$ cat config.mk
export PLATFORM = sky130hd
export DESIGN_NAME = instruction_fetch
export DESIGN_NICKNAME = d
export VERILOG_FILES = /design/src/rtl/fetch_pkg.sv /design/src/rtl/fetch_fifo.sv /design/src/rtl/instruction_fetch.sv
export SDC_FILE = /design/constraint.sdc
export NUM_CORES = 1
export LEC_CHECK = 0
export CORE_MARGIN = 5
export CORE_UTILIZATION = 56
export CTS_CLUSTER_DIAMETER = 120
export CTS_CLUSTER_SIZE = 28
export DETAILED_ROUTE_END_ITERATION = 8
export GPL_ROUTABILITY_DRIVEN = 0
export GPL_TIMING_DRIVEN = 0
export MAX_ROUTING_LAYER = met4
export PLACE_DENSITY_LB_ADDON = 0.1
export SLEW_MARGIN = 20
export SYNTH_ARGS = -nofsm -noshare
export SYNTH_HDL_FRONTEND = slang
export SYNTH_SLANG_ARGS = --single-unit
$ cat constraint.sdc
create_clock -name clk -period 4.8 [get_ports clk]
set_input_delay 1.44 -clock clk [delete_from_list [all_inputs] [get_ports clk]]
set_output_delay 1.44 -clock clk [all_outputs]
set_load 0.05 [all_outputs]
$ cat src/rtl/fetch_pkg.sv
// Shared types and constants for the instruction fetch unit and its prefetch FIFO.
package fetch_pkg;

    localparam int ADDR_W  = 8;
    localparam int INSTR_W = 8;
    localparam int ENTRY_W = INSTR_W + ADDR_W;

    localparam logic [ADDR_W-1:0] DEFAULT_IRQ_VECTOR = 8'hF0;

    typedef enum logic [1:0] {
        IDLE = 2'd0,
        REQ  = 2'd1,
        DROP = 2'd2
    } fetch_state_t;

endpackage

$ cat src/rtl/fetch_fifo.sv
// Synchronous prefetch FIFO of {instr, pc} entries; flush empties it in one cycle.
module fetch_fifo
    import fetch_pkg::*;
#(
    parameter  int DEPTH = 2,
    localparam int CW    = $clog2(DEPTH + 1)
) (
    input  logic               clk,
    input  logic               rst,
    input  logic               push,
    input  logic [ENTRY_W-1:0] push_data,
    input  logic               pop,
    input  logic               flush,
    output logic [ENTRY_W-1:0] head,
    output logic               full,
    output logic               empty,
    output logic [CW-1:0]      count
);

    localparam int PW = $clog2(DEPTH);

    logic [ENTRY_W-1:0] mem_q [DEPTH];
    logic [PW-1:0]      wr_ptr_q;
    logic [PW-1:0]      rd_ptr_q;
    logic               do_push;
    logic               do_pop;

    assign full    = (count == CW'(DEPTH));
    assign empty   = (count == '0);
    assign do_push = push && !full;
    assign do_pop  = pop && !empty;
    // An empty FIFO presents zeros so the decoder never sees stale entries.
    assign head    = empty ? '0 : mem_q[rd_ptr_q];

    always_ff @(posedge clk or posedge rst) begin
        if (rst) begin
            wr_ptr_q <= '0;
            rd_ptr_q <= '0;
            count    <= '0;
            for (int i = 0; i < DEPTH; i++) begin
                mem_q[i] <= '0;
            end
        end else if (flush) begin
            wr_ptr_q <= '0;
            rd_ptr_q <= '0;
            count    <= '0;
        end else begin
            if (do_push) begin
                mem_q[wr_ptr_q] <= push_data;
                wr_ptr_q        <= wr_ptr_q + PW'(1);
            end
            if (do_pop) begin
                rd_ptr_q <= rd_ptr_q + PW'(1);
            end
            case ({do_push, do_pop})
                2'b10:   count <= count + CW'(1);
                2'b01:   count <= count - CW'(1);
                default: count <= count;
            endcase
        end
    end

endmodule

$ cat src/rtl/instruction_fetch.sv
// Instruction fetch: IDLE/REQ/DROP request FSM feeding a prefetch FIFO, with redirect.
// Optional interrupt redirect to IRQ_VECTOR is built when FETCH_IRQ_EN is defined.
module instruction_fetch
    import fetch_pkg::*;
#(
    parameter logic [ADDR_W-1:0] RESET_PC   = 8'h00,
    parameter int                FIFO_DEPTH = 2
`ifdef FETCH_IRQ_EN
    ,
    parameter logic [ADDR_W-1:0] IRQ_VECTOR = DEFAULT_IRQ_VECTOR
`endif
) (
    input  logic               clk,
    input  logic               rst,
    output logic               imem_req,
    output logic [ADDR_W-1:0]  imem_addr,
    input  logic               imem_ack,
    input  logic [INSTR_W-1:0] imem_data,
    output logic [INSTR_W-1:0] instr,
    output logic [ADDR_W-1:0]  instr_pc,
    output logic               instr_valid,
    input  logic               instr_ready,
    input  logic               redirect,
    input  logic [ADDR_W-1:0]  redirect_addr,
    output logic [1:0]         state_dbg
`ifdef FETCH_IRQ_EN
    ,
    input  logic               irq,
    output logic               irq_taken,
    output logic [ADDR_W-1:0]  epc
`endif
);

    localparam int CW = $clog2(FIFO_DEPTH + 1);

    if (FIFO_DEPTH != 2 && FIFO_DEPTH != 4) begin : g_bad_depth
        $error("instruction_fetch: FIFO_DEPTH must be 2 or 4");
    end

    fetch_state_t       state_q, state_d;
    logic [ADDR_W-1:0]  fetch_pc_q, fetch_pc_d;
    logic [ADDR_W-1:0]  drop_addr_q;
    logic               redir;
    logic [ADDR_W-1:0]  redir_target;
    logic               push;
    logic               pop;
    logic [ENTRY_W-1:0] head;
    logic               fifo_full;
    logic               fifo_empty;
    logic [CW-1:0]      fifo_count;
    logic               last_slot;

`ifdef FETCH_IRQ_EN
    logic irq_q, irq_qq, pending_q, irq_take;

    // A pending interrupt yields to an external redirect and stays pending.
    assign irq_take     = pending_q && !redirect;
    assign redir        = redirect || irq_take;
    assign redir_target = redirect ? redirect_addr : IRQ_VECTOR;

    always_ff @(posedge clk or posedge rst) begin
        if (rst) begin
            irq_q     <= 1'b0;
            irq_qq    <= 1'b0;
            pending_q <= 1'b0;
            irq_taken <= 1'b0;
            epc       <= '0;
        end else begin
            irq_q     <= irq;
            irq_qq    <= irq_q;
            pending_q <= (pending_q && !irq_take) || (irq_q && !irq_qq);
            irq_taken <= irq_take;
            if (irq_take) begin
                epc <= instr_valid ? instr_pc : fetch_pc_q;
            end
        end
    end
`else
    assign redir        = redirect;
    assign redir_target = redirect_addr;
`endif

    // Decoder handshake: an entry transfers on any cycle where instr_valid && instr_ready;
    // instr/instr_pc hold steady while instr_valid is high and instr_ready is low.
    assign instr_valid = !fifo_empty;
    assign instr       = head[ENTRY_W-1:ADDR_W];
    assign instr_pc    = head[ADDR_W-1:0];
    assign pop         = instr_valid && instr_ready && !redir;

    // In DROP the abandoned address stays on the bus until its ack arrives.
    assign imem_req  = (state_q != IDLE);
    assign imem_addr = (state_q == DROP) ? drop_addr_q : fetch_pc_q;
    assign state_dbg = state_q;
    assign last_slot = (fifo_count == CW'(FIFO_DEPTH - 1));

    always_comb begin
        state_d    = state_q;
        fetch_pc_d = fetch_pc_q;
        push       = 1'b0;
        case (state_q)
            IDLE: begin
                if (redir || !fifo_full) state_d = REQ;
            end
            REQ: begin
                if (redir) begin
                    state_d = imem_ack ? REQ : DROP;
                end else if (imem_ack) begin
                    push       = 1'b1;
                    fetch_pc_d = fetch_pc_q + 8'd1;
                    state_d    = (last_slot && !pop) ? IDLE : REQ;
                end
            end
            DROP: begin
                if (imem_ack) state_d = REQ;
            end
            default: state_d = IDLE;
        endcase
        if (redir) fetch_pc_d = redir_target;
    end

    always_ff @(posedge clk or posedge rst) begin
        if (rst) begin
            state_q     <= IDLE;
            fetch_pc_q  <= RESET_PC;
            drop_addr_q <= RESET_PC;
        end else begin
            state_q    <= state_d;
            fetch_pc_q <= fetch_pc_d;
            if (state_q == REQ && state_d == DROP) begin
                drop_addr_q <= fetch_pc_q;
            end
        end
    end

    fetch_fifo #(
        .DEPTH(FIFO_DEPTH)
    ) u_fifo (
        .clk      (clk),
        .rst      (rst),
        .push     (push),
        .push_data({imem_data, fetch_pc_q}),
        .pop      (pop),
        .flush    (redir),
        .head     (head),
        .full     (fifo_full),
        .empty    (fifo_empty),
        .count    (fifo_count)
    );

endmodule

# Word-level counts from Yosys, hierarchy flattened
# Cells that the tools add are included.
[op_classes] addsub=5 order_cmp=3 eq_ne=7 muxes=27 bitwise=3 n_reduce_logical=22
[op_table] op="16-bit two-way mux" n=5
[op_table] op="32-bit bitwise mux" n=1
[op_table] op="8-bit two-way mux" n=4
[op_table] op="16-bit demux with 1-bit select" n=1
[op_table] op="2-bit two-way mux" n=6
[op_table] op="2-bit nonzero test" n=5
[op_table] op="8-bit by 1-bit adder with 8-bit output, second input constant" n=1
[op_table] op="2-bit equality test, second input constant" n=4
[op_table] op="1-bit two-way mux" n=8
[op_table] op="1-bit logical AND" n=7
[op_table] op="2-bit by 1-bit equality test with 1-bit output, second input constant" n=3
[op_table] op="2-bit one-hot mux with 3 select lines" n=1
[op_table] op="2-bit >= comparator, second input constant" n=2
[op_table] op="1-bit logical NOT" n=4
[op_table] op="2-bit logical NOT" n=2
[op_table] op="1-bit inverter with 2-bit output" n=2
[op_table] op="2-bit one-hot mux with 2 select lines" n=1
[op_table] op="2-bit AND reduction" n=2
[op_table] op="3-bit nonzero test" n=1
[op_table] op="1-bit adder, second input constant" n=2
[op_table] op="2-bit by 1-bit adder with 2-bit output, second input constant" n=1
[op_table] op="2-bit by 1-bit less-than comparator with 1-bit output, second input constant" n=1
[op_table] op="2-bit by 1-bit subtractor with 2-bit output, second input constant" n=1
[op_table] op="1-bit logical OR" n=1
[op_table] op="1-bit inverter" n=1
[word_totals] register_bits=54 in_bits=21

# Longest topological paths before layout
[depth] depth_word=12 depth_mapped=7 mapped_depth_nobuf=6

# By module
# A second synthesis with hierarchy kept.
[hier_totals] hier_cells=220 area_unflattened_um2=2696.3
[modules_own_cells] module="fetch_fifo" instances=1 cells_each=127 area_per_inst_um2=1666.6 seq_area_each_um2=900.9
[modules_own_cells] module="instruction_fetch" instances=1 cells_each=93 area_per_inst_um2=1029.7 seq_area_each_um2=450.4

# Worst setup path before layout
# OpenSTA, ideal clock, no wires.
[synth_path] path_kind="reg2out" from="register state_q[0], in the netlist state_dbg[0]" to="output port imem_addr[0]" arrival_time_ns=1.783 required_time_ns=3.360 slack_ns=1.577 path_stages_with_launch=5 n_path_buf=2 cell_sequence="dfrtp_1 -> buf_2 -> nand2b_1 -> clkbuf_1 -> mux2_2"
[synth_via] elab_chain_len=2
[synth_lines] item="start, declared" line_no="instruction_fetch.sv:40" rtl="fetch_state_t state_q, state_d;"
[synth_lines] item="start signal, assigned" line_no="instruction_fetch.sv:127" rtl="state_q <= state_d;"
[synth_lines] item="2-bit equality test" line_no="instruction_fetch.sv:92" rtl="assign imem_addr = (state_q == DROP) ? drop_addr_q : fetch_pc_q;"
[synth_lines] item="8-bit two-way mux" line_no="instruction_fetch.sv:92"
[synth_lines] item="end, declared" line_no="instruction_fetch.sv:16" rtl="output logic [ADDR_W-1:0] imem_addr,"
# Every way passes these cells.

# Worst setup path in the final report
[layout_path] from="register u_fifo.rd_ptr_q" to="output port instr_pc[5]"
[layout_via] elab_chain_len=5
[layout_lines] item="start, declared" line_no="fetch_fifo.sv:24" rtl="logic [PW-1:0] rd_ptr_q;"
[layout_lines] item="start signal, assigned" line_no="fetch_fifo.sv:53" rtl="rd_ptr_q <= rd_ptr_q + PW'(1);"
[layout_lines] item="1-bit inverter with 2-bit output (implied by the code)" line_no="fetch_fifo.sv:33" rtl="assign head = empty ? '0 : mem_q[rd_ptr_q];"
[layout_lines] item="16-bit two-way mux (implied by the code) (3 in a row)" line_no="fetch_fifo.sv:33"
[layout_lines] item="16-bit two-way mux" line_no="fetch_fifo.sv:33"
[layout_lines] item="end, declared" line_no="instruction_fetch.sv:20" rtl="output logic [ADDR_W-1:0] instr_pc,"
# Every way passes these cells. The select of a mux whose other input is x is not followed.

==> metrics.md <==
| Metric | Value |
|---|---|
| Status | `completed` |
| Power Dens Cells | `640 nW/um2` |
| Slowest cell delay on critical path | `0.82 ns` |
| CTS tree | `yes` |
| Slowest cell on the critical path | `clkdlybuf4s50_1` |
| Mean Syn Cell Area | `12.1 um2` |
| Syn nets | `244` |
| Clock sink count | `54` |
| CP Max Fanout | `10` |
| I/O Pins | `49` |
| Critical path, cell by cell | `clkbuf_1, buf_2, mux2i_1, nor2_1, clkdlybuf4s50_1` |
| Area of the multi-input gates | `1220 um2` |
| Buffers on Ports | `47` |
| DP HPWL | `3580 um` |
| Synth unique cells | `34` |
| Part of the Yosys area used for sequential elements | `0.508` |
| Worst hold path depth | `1` |
| Ant diodes | `0` |
| Syn-to-layout area delta | `24.6%` |
| Worst Setup Path Type | `flip-flop to output pin` |
| Post-CTS resize count | `0` |
| Final nets | `298` |
| Worst-skew pair later-pin latency | `0.30 ns` |
| H-tree depth | `2` |
| DRC errors left | `0` |
| Final max-slew violation count | `0` |
| Final Cycle Share | `0.837` |
| Commonest non-fill, non-tap cell in the layout | `dfrtp_1` |
| Final non-filler cell total | `327` |
| Max Clock Freq | `249 MHz` |
| Max Cap Viol | `0` |
| Final ANT Viol Nets | `0` |
| Setup TNS | `0 ns` |
| Maximum root-to-sink buffer count | `2` |
| Final Hold Violating Endpoints | `0` |
| Grt ovf | `0` |
| Mapped cell area | `2660 um2` |
| Post-CTS setup repair buffer count | `0` |
| Maximum VDD drop | `0.322 mV` |
| R2R depth | `7` |
| Final Setup Violations | `0` |
| Buf+Inv Stages, Crit Path | `3` |
| Synth Register Bits | `54` |
| Die width | `78.9 um` |
| Initial Util | `0.570` |
| Worst hold path class | `flip-flop to flip-flop` |
| Fin crit period | `4.02 ns` |
| Clock-pin slew on the worst setup and hold paths | `0.09 ns` |
| Relative slew slack | `0.561` |
| Router iterations before antenna repair | `4` |
| First-pass GRT wire length | `9000 um` |
| Vias | `1756` |
| Worst R2R Setup Slack | `2.53 ns` |
| P_leak | `1.40 nW` |
| Critical path's top delay family | `buffers and inverters` |
| Vias per cell | `5.37` |
| Root Buffer | `clkbuf_8` |
| Initial antenna violation count | `0` |
| DIE AREA | `6230 um2` |
| Critical Path RT | `3.36 ns` |
| Post-Synthesis Cells | `219` |
| DRT iter0 DRCs | `71` |
| Placed Cells | `320` |
| Critical path arrival | `2.58 ns` |
| Share of cells above drive strength 1 | `0.212` |
| GRT Util Overall | `0.187` |
| Worst Max-Slew Pin Slew | `0.658 ns` |
| Core footprint | `4660 um2` |
| DR WL/cell | `15.5 um` |
| Startpoint types | `flip-flop` |
| Largest net degree at the start of global routing | `55` |
| EDFF count, synth | `0` |
| Asr flop ratio synth | `1.00` |
| CTS Buf Count | `5` |
| Yosys Warn Count | `0` |
| Fill cell total of the finished layout | `360` |
| Critical path endpoint category | `output pin` |
| Register area | `1350 um2` |
| Clock Skews | `0.00807 ns` |
| Most frequent cells in the layout | `54 x dfrtp_1, 47 x clkdlybuf4s50_1, 38 x mux2_2, 21 x nor2_1, 18 x mux2i_1` |
| Hold buffer count at CTS | `0` |
| Post-synth top flop | `dfrtp_1` |
| Die height | `78.9 um` |
| Vias in the first global route | `1840` |
| Total wire length | `5070 um` |
| Critical Path Stages | `5` |
| Placement Rows | `25` |
| RSZ-0062 raised after global routing | `no` |
metal layers:
metal / vias to the layer above / wire length, um / track usage
met5: - / 0 / -
met4: 0 / 34 / 0.0378
met3: 4 / 141 / 0.0420
met2: 35 / 2350 / 0.289
met1: 854 / 2550 / 0.259
li1: 863 / - / -
where the power goes:
| part | total (mW) | internal, mW | leakage (nW) | switching (mW) |
|---|---|---|---|---|
| Combinational | 1.06 | 0.447 | 0.678 | 0.610 |
| Clock | 0.308 | 0.167 | 0.0573 | 0.141 |
| Sequential | 0.755 | 0.646 | 0.663 | 0.109 |
path summary, 6_finish.rpt:
check | startpoint | end
hold reg to reg | u_fifo.mem_q[31]$_DFFE_PP0P_ | u_fifo.mem_q[31]$_DFFE_PP0P_
max in group asynchronous | rst | u_fifo.mem_q[30]$_DFFE_PP0P_
setup / recovery | u_fifo.rd_ptr_q$_DFFE_PP0P_ | instr_pc[5]
hold / removal | u_fifo.mem_q[31]$_DFFE_PP0P_ | u_fifo.mem_q[31]$_DFFE_PP0P_
min in group asynchronous | rst | u_fifo.mem_q[15]$_DFFE_PP0P_
setup reg to reg | u_fifo.count[0]$_DFFE_PP0P_ | u_fifo.mem_q[23]$_DFFE_PP0P_
sequential cells by signal (all words and copies together), names as in the netlist:
name and count:
drop_addr_q 8, u_fifo.count 2, u_fifo.mem_q 32, u_fifo.wr_ptr_q 1, state_dbg 2, fetch_pc_q 8
u_fifo.rd_ptr_q 1
synth_stat cells (all sizes together), types with 2 or more instances:
library cell | count | area [um2]
dfrtp | 54 | 1350
mux2 | 49 | 552
nor2 | 21 | 78.8
mux2i | 18 | 180
nand2 | 10 | 37.5
clkbuf | 8 | 30.0
buf | 7 | 36.3
o21ai | 6 | 30.0
xnor2 | 6 | 52.6
inv | 5 | 18.8
a21oi | 4 | 20.0
ha | 4 | 50.1
xor2 | 4 | 35.0
nand3 | 3 | 15.0
nand4 | 3 | 18.8
and4bb | 2 | 25.0
nand2b | 2 | 12.5
nand3b | 2 | 18.8
or2 | 2 | 12.5
layout make-up:
| class | instances | area share |
|---|---|---|
| clock inverter | 1 | 0.00907 |
| tap | 54 | 0.0204 |
| buffer | 15 | 0.0200 |
| sequential | 54 | 0.408 |
| multi-input combinational | 145 | 0.369 |
| inverter | 5 | 0.00642 |
| timing repair buffer | 47 | 0.142 |
| clock buffer | 6 | 0.0249 |
worst reg2reg max path, delay by kind of cell (launching register included):
kind	cells	cell delay [ns]
AND/OR/NAND/NOR	2	0.67
buffers and inverters	3	0.54
flip-flops	1	0.40
multiplexers	1	0.35
adder cells (fa/ha/maj)	1	0.21
stage by stage:
step	cell area, um2	setup slack (ns)	total power, mW	utilization	hold WS (ns)
2_1_floorplan	2660	1.58	1.53	-	0.457
3_3_place_gp	3200	1.03	1.81	0.686	0.467
3_5_place_dp	3200	1.10	1.83	0.686	0.474
4_1_cts	3310	0.754	2.14	0.711	0.495
5_1_grt	3310	0.614	2.26	0.711	0.516
6_report	3310	0.781	2.12	0.711	0.492
cells by family (layout without fill, tap and decap cells):
family | Yosys count | count (layout) | share of synthesized area
buffers and inverters | 20 | 74 | 0.0320
flip-flops | 54 | 54 | 0.508
AO/OA/AOI/OAI | 12 | 12 | 0.0240
adder cells (fa/ha/maj) | 4 | 4 | 0.0188
XOR/XNOR | 10 | 10 | 0.0329
AND/OR/NAND/NOR | 52 | 52 | 0.109
multiplexers | 67 | 67 | 0.275
(Power assumes the default switching activity.)
